===== src/rtl/dmem_responder.sv =====
// Memory-stage data memory slave: services each load/store after WAIT_CYCLES
// stall cycles and flags misaligned, out-of-range or dual-strobe accesses.
module dmem_responder #(
    parameter int DEPTH_WORDS = 64,
    parameter int WAIT_CYCLES = 2
) (
    input  logic        clk,
    input  logic        reset,
    input  logic        MemReadM,
    input  logic        MemWriteM,
    input  logic [31:0] ALUOutM,
    input  logic [31:0] WriteDataM,
    output logic [31:0] ReadDataM,
    output logic        StallM,
    output logic        ErrM,
    output logic        ErrSticky
);
    localparam int         AW        = (DEPTH_WORDS > 1) ? $clog2(DEPTH_WORDS) : 1;
    localparam logic [3:0] WAIT_N    = 4'(WAIT_CYCLES);
    localparam bit         ZERO_WAIT = (WAIT_CYCLES == 0);

    logic [31:0]   mem [DEPTH_WORDS];
    logic [3:0]    cnt;
    logic [31:0]   rd_q;
    logic          cap_rd_p0;
    logic          cap_wr_p0;
    logic [31:0]   cap_addr_p0;
    logic [31:0]   cap_data_p0;
    logic          req;
    logic          done;
    logic          bad;
    logic          acc_rd;
    logic          acc_wr;
    logic [31:0]   acc_addr;
    logic [31:0]   acc_data;
    logic [31:0]   rd_val;
    logic [AW-1:0] idx;

    function automatic logic is_illegal(input logic r, input logic w, input logic [31:0] a);
        return (r && w) || (a[1:0] != 2'b00) || ({2'b00, a[31:2]} >= 32'(DEPTH_WORDS));
    endfunction

    // Stall path: with no wait states the live strobes are the access itself.
    always_comb begin
        req       = MemReadM | MemWriteM;
        acc_rd    = ZERO_WAIT ? MemReadM   : cap_rd_p0;
        acc_wr    = ZERO_WAIT ? MemWriteM  : cap_wr_p0;
        acc_addr  = ZERO_WAIT ? ALUOutM    : cap_addr_p0;
        acc_data  = ZERO_WAIT ? WriteDataM : cap_data_p0;
        idx       = acc_addr[AW+1:2];
        bad       = is_illegal(acc_rd, acc_wr, acc_addr);
        done      = req && !reset && (cnt == WAIT_N);
        rd_val    = bad ? 32'h0 : mem[idx];
        StallM    = req && !reset && (cnt != WAIT_N);
        ErrM      = done && bad;
        ReadDataM = (done && acc_rd) ? rd_val : rd_q;
    end

    // p0: request capture on the first cycle of an access
    always_ff @(posedge clk) begin
        if (cnt == 4'd0 && req) begin
            cap_rd_p0   <= MemReadM;
            cap_wr_p0   <= MemWriteM;
            cap_addr_p0 <= ALUOutM;
            cap_data_p0 <= WriteDataM;
        end
    end

    always_ff @(posedge clk or posedge reset) begin
        if (reset) begin
            cnt       <= 4'd0;
            rd_q      <= 32'h0;
            ErrSticky <= 1'b0;
        end else if (done) begin
            cnt <= 4'd0;
            if (acc_rd) rd_q <= rd_val;
            if (bad) ErrSticky <= 1'b1;
        end else if (req) begin
            cnt <= cnt + 4'd1;
        end else begin
            cnt <= 4'd0;
        end
    end

    // Array is not reset; a store only lands on a legal completion edge.
    always_ff @(posedge clk) begin
        if (!reset && done && acc_wr && !bad) mem[idx] <= acc_data;
    end

endmodule


===== config.mk =====
export PLATFORM = sky130hd
export DESIGN_NAME = dmem_responder
export DESIGN_NICKNAME = d
export VERILOG_FILES = /design/src/rtl/dmem_responder.sv
export SDC_FILE = /design/constraint.sdc
export NUM_CORES = 2
export LEC_CHECK = 0
export ABC_AREA = 1
export CAP_MARGIN = 20
export CELL_PAD_IN_SITES_DETAIL_PLACEMENT = 0
export CELL_PAD_IN_SITES_GLOBAL_PLACEMENT = 1
export CORE_ASPECT_RATIO = 2
export CORE_UTILIZATION = 34
export CTS_BUF_LIST = sky130_fd_sc_hd__clkbuf_8
export CTS_CLUSTER_SIZE = 28
export DETAILED_ROUTE_END_ITERATION = 7
export GPL_TIMING_DRIVEN = 0
export PLACE_DENSITY_LB_ADDON = 0.1
export SYNTH_ARGS = -nofsm -noshare
export SYNTH_HDL_FRONTEND = slang
export SYNTH_SLANG_ARGS = --single-unit

===== constraint.sdc =====
create_clock -name clk -period 4.6 [get_ports clk]
set_clock_uncertainty 0.1 [all_clocks]
set_input_delay 0.69 -clock clk [delete_from_list [all_inputs] [get_ports clk]]
set_output_delay 0.69 -clock clk [all_outputs]
set_load 0.05 [all_outputs]

Yosys cells after proc, flatten, opt, wreduce, memory -nomap -nowiden

Memory sizes are Yosys's and may differ from the RTL's. A register that Yosys moved wholly into a read port is not among the register bits.
Index checks and enable logic that the tools add are counted.

Register bits: 103
RAM bits: 2048
Bits of input ports: 68
Output and inout bits: 35
Word-level logic and storage cells: 38
Memories kept: 1

Memory list:

| memory | depth | width | rd ports | clocked after Yosys merged registers in | write ports | line | RTL |
|---|---|---|---|---|---|---|---|
| mem    | 64    | 32    | 1        | 1                                       | 1           | 22   | `logic [31:0] mem [DEPTH_WORDS];` |

Add/sub/neg operators: 1
Magnitude comparators: 1
Equality and inequality tests: 2
Multiplexer cells: 7
Bitwise operators: 1
Reduce and logical (&&, ||, !) cells: 18

Operators with widths:

| cell                                                                                  | count |
|---|---|
| 32-bit two-way mux                                                                    | 2 |
| 30-bit by 7-bit greater-or-equal comparator with 1-bit output (second input constant) | 1 |
| 1-bit logical AND                                                                     | 10 |
| 4-bit two-way mux                                                                     | 2 |
| 6-bit two-way mux                                                                     | 1 |
| 4-bit by 1-bit adder with 4-bit output (second input constant)                        | 1 |
| 4-bit by 2-bit equality test with 1-bit output (second input constant)                | 1 |
| 4-bit logical NOT                                                                     | 1 |
| 4-bit by 2-bit inequality test with 1-bit output (second input constant)              | 1 |
| 2-bit AND reduction                                                                   | 2 |
| 1-bit logical NOT                                                                     | 2 |
| 1-bit logical OR                                                                      | 2 |
| 1-bit two-way mux                                                                     | 2 |
| 2-bit nonzero test                                                                    | 1 |
| 1-bit OR                                                                              | 1 |

Depth between registers and ports, before layout

Depth in word-level cells: 8
Gate-level depth with buffers: 12
Depth with buffers taken out: 10

Worst setup path after synthesis

Ideal clock, no wire load.

Path type: in2reg
From: in MemWriteM
To: reg cap_addr_p0[0] (netlist: acc_addr[0]) (enable)
Setup time: 0.455 ns
Arrival time: 2.958 ns
Required time: 4.045 ns
Path slack: 1.087 ns
Stages: 5
Path buffers: 1
Path through: nor2_1 inv_1 nand3_1 inv_1 clkbuf_1

Longest elaborated chain between the ends: 2

Ends and longest elaborated chain:

| item                   | line | RTL |
|---|---|---|
| start: declaration     | 10   | `input logic MemWriteM,` |
| 1-bit OR               | 45   | `req = MemReadM \| MemWriteM;` |
| 1-bit logical AND      | 61   | `if (cnt == 4'd0 && req) begin` |
| end signal: assignment | 64   | `cap_addr_p0 <= ALUOutM;` |
| end: declaration       | 27   | `logic [31:0] cap_addr_p0;` |

Every way passes these cells.
A chain may end at the register's enable or synchronous reset.

==> results.py <==
metrics = {
    "sta": {
        "finalSetupViolations": 9,
        "finalSetupTns_ns": -0.226,
        "relSlewSlack_pct": 20.0,
        "fmax_mhz": 214,
        "fin_crit_ns": 4.66,
        "rsz0062_at_grt": "yes",
        "tightest_slew_ns": 1.20,
        "drv_slew": 0,
        "fin_ws_ns": -0.0624,
        "period_share_pct": 101,
        "hold_viol": 0,
    },
    "routing": {
        "drc": 0,
        "antenna_left": 0,
        "wl_mm": 439,
        "num_vias": 63400,
        "firstDrtPassIters": 6,
        "vias_per_cell": 5.53,
        "post_drt_wl_per_cell_um": 38.2,
        "drtIter0Drc": 7132,
    },
    "floorplan": {
        "ios": 103,
        "die_area_um2": 257000,
        "die_w_um": 359,
        "die_height_um": 716,
        "rows": 261,
        "initial_utilization_pct": 34.3,
        "core_area_um2": 253000,
    },
    "grt": {
        "grt_use_total_pct": 33.7,
        "first_global_vias": 62000,
        "grt_max_degree": 61,
        "overflow": 0,
        "antenna_found_initial": 18,
        "grt_pass1_wl_mm": 572,
    },
    "yosys": {
        "synthArstFlopShare_pct": 1.72,
        "syn_area_um2": 86800,
        "syn_nets": 7322,
        "yosysWarningCount": 0,
        "syn_avg_cell_area_um2": 12.0,
        "synth_enable_flop_cells": 2114,
        "synth_flop_cell": "edfxtp_1",
        "synth_top_area_share_pct": 73.2,
        "synthCells": 7251,
        "synth_cell_types": 28,
        "synth_area_leaders": "edfxtp_1 73%, nand3_1 11%, nand2_1 9.8%",
        "ys_seq_elements": 2157,
        "synth_area_leader_cell": "edfxtp_1",
        "synthTopCellsByCount": "2256 x nand2_1, 2114 x edfxtp_1, 1952 x nand3_1",
        "ys_seq_area_share_pct": 74.4,
        "yosysMostFrequentCell": "nand2_1",
    },
    "min_path": {
        "worstHoldPathType": "primary input to flip-flop",
    },
    "place": {
        "gp_congestion": 0.931,
        "pre_cts_ws_ns": -1.23,
        "io_buffers": 102,
        "dpl.hpwl_mm": 325,
    },
    "power_and_ir_drop": {
        "switching_power_mw": 32.0,
        "ir_drop_mv": 0.359,
        "p_clk_share_pct": 22.4,
        "p_sw_share_pct": 44.8,
        "comb_power_share_pct": 44.5,
        "p_leak_nw": 39.6,
        "seqPwrFrac_pct": 33.1,
        "p_int_mw": 39.4,
        "powerDensity_nw_per_um2": 667,
    },
    "setup_path": {
        "critPathSlowestCell": "dfxtp_2",
        "cp.required_ns": 3.81,
        "path_cells": "inv_1 > buf_12 > buf_8 > buf_6 > nand2_1 > nand3_1 > nand3_1 > nand3_1 > nand3_2 > nand3_2 > nand3_1 > nand2_1 > buf_4",
        "cp-end-kind": "primary output",
        "crit_top_cell": "nand3_1",
        "critical_path.max_stage_delay_ns": 0.36,
        "cp_max_fo": 10,
        "critical_path_arrival_ns": 3.87,
        "start_kind": "flip-flop",
        "critPathKind": "flip-flop to primary output",
    },
    "flow_run": {
        "maxCapViolations": 0,
    },
    "final_layout": {
        "fillers": 23500,
        "final_nets": 8015,
        "syn2layout_area_growth_pct": 23.4,
        "drive_above_1_share_pct": 17.4,
    },
    "status": {
        "violations": "negative setup slack",
        "outcome": "finished with violations",
    },
    "clock_tree": {
        "htreeDepth": 5,
        "clock_sinks": 2157,
        "clk_latency_ns": 1.05,
        "cts_max_path_buffers": 4,
        "numCtsBuffers": 323,
        "path_clk_slew_ns": 0.07,
        "cts_tree": "built",
        "root_buffer": "clkbuf_8",
    },
}
cell usage in the layout (no fill, tap or decap), drive strengths merged:
| cell type | instances |
|---|---|
| nor2 | 83 |
| nor4 | 2 |
| nor3 | 2 |
| bufinv | 19 |
| diode | 12 |
| clkinv | 95 |
| clkdlybuf4s18 | 2 |
| clkdlybuf4s50 | 70 |
| nand4 | 9 |
| clkbuf | 436 |
| clkdlybuf4s15 | 2 |
| nand3 | 1952 |
| and3 | 1 |
| dlygate4sd3 | 1 |
| xor2 | 1 |
| clkinvlp | 9 |
| nand2 | 2256 |
| buf | 649 |
| xnor2 | 1 |
| edfxtp | 2114 |
| ha | 3 |
| dfxtp | 6 |
| or2 | 25 |
| o21ai | 6 |
| dfrtp | 37 |
| inv | 393 |
power by group through the flow:
| stage | combinational (mW) | clock [mW] | sequential (mW) |
|---|---|---|---|
| 4_1_cts | 31.1 | 16.1 | 23.7 |
| 6_report | 31.8 | 16.0 | 23.7 |
| 3_5_place_dp | 28.7 | 0 | 24.1 |
| 5_1_grt | 32.3 | 16.8 | 23.7 |
| 2_1_floorplan | 11.8 | 0 | 24.4 |
| 3_3_place_gp | 25.1 | 0 | 26.0 |
stage by stage:
stage / instances / area (um2) / power [mW] / hold WS, ns / util, %
finish: 11500 / 107000 / 71.4 / 0.100 / 42.3
global route: 11500 / 107000 / 72.8 / 0.0824 / 42.3
CTS: 11500 / 107000 / 70.9 / 0.0177 / 42.2
detailed placement: 10900 / 98400 / 52.8 / 0.363 / 38.9
global placement: 10600 / 91900 / 51.1 / 0.359 / 36.3
floorplan: 7251 / 86800 / 36.2 / 0.350 / -
logic make-up after synthesis:
logic type                 synth area share, %
and+or+nand+nor                           21.7
DFF                                       74.4
buffers and inverters                     3.79
AOI/OAI and AO/OA                       0.0346
adders and majority gates               0.0433
xor gates and xnor gates                0.0202
critical path: cells and delay by family, from the launching register on:
family        cells  cell delay (ns)
simple gates      8             1.28
flops             1             0.36
buf+inv           5             1.11
cell type report:
class                   count  area (um2)  area share [%]
diodes                     12        30.0          0.0280
plain buffers             452        3430            3.21
clock buffers             340        4680            4.37
clock inverters           215        1440            1.34
inverters                 301        1140            1.06
multi-input cells        4341       20700            19.4
flip-flops and latches   2157       64500            60.3
well taps                3287        4110            3.84
repair buffers            368        6990            6.53
worst paths after layout:
path,start,to,slack (ns),cells past startpoint
worst min-delay path,ALUOutM[9],acc_addr[9],0.10,1
worst max-delay path,flip-flop,ReadDataM[18],-0.06,13
min in group asynchronous,reset,cnt[3],0.57,3
worst min register to register,rd_q[30],rd_q[30],0.38,2
worst max register to register,acc_addr[18],mem[25][0],0.40,10
max in group asynchronous,reset,rd_q[25],3.23,4
layer usage:
metal / vias up / track usage, % / wire, um
li1: 26900 / - / -
met1: 32000 / 35.7 / 147000
met2: 3373 / 58.5 / 218000
met3: 1156 / 5.22 / 27900
met4: 0 / 29.6 / 46000
met5: - / 0 / 0
flip-flops by register name, summed over array words and instances, names as in the netlist, named ones only:
register   count
ErrSticky      1
acc_data      32
acc_wr         1
cnt            4
rd_q          32
mem         2048
acc_rd         1
acc_addr      32
timing repair:
item / in CTS / in global routing
endpoints found under the hold margin: 19 / 0
setup buffers: 0 / 0
pin swaps: 4 / 1
resized for setup: 871 / 53
hold buffers: 1 / 0
setup endpoints to repair: 32 / 30
Power figures use the tool's default switching activity.
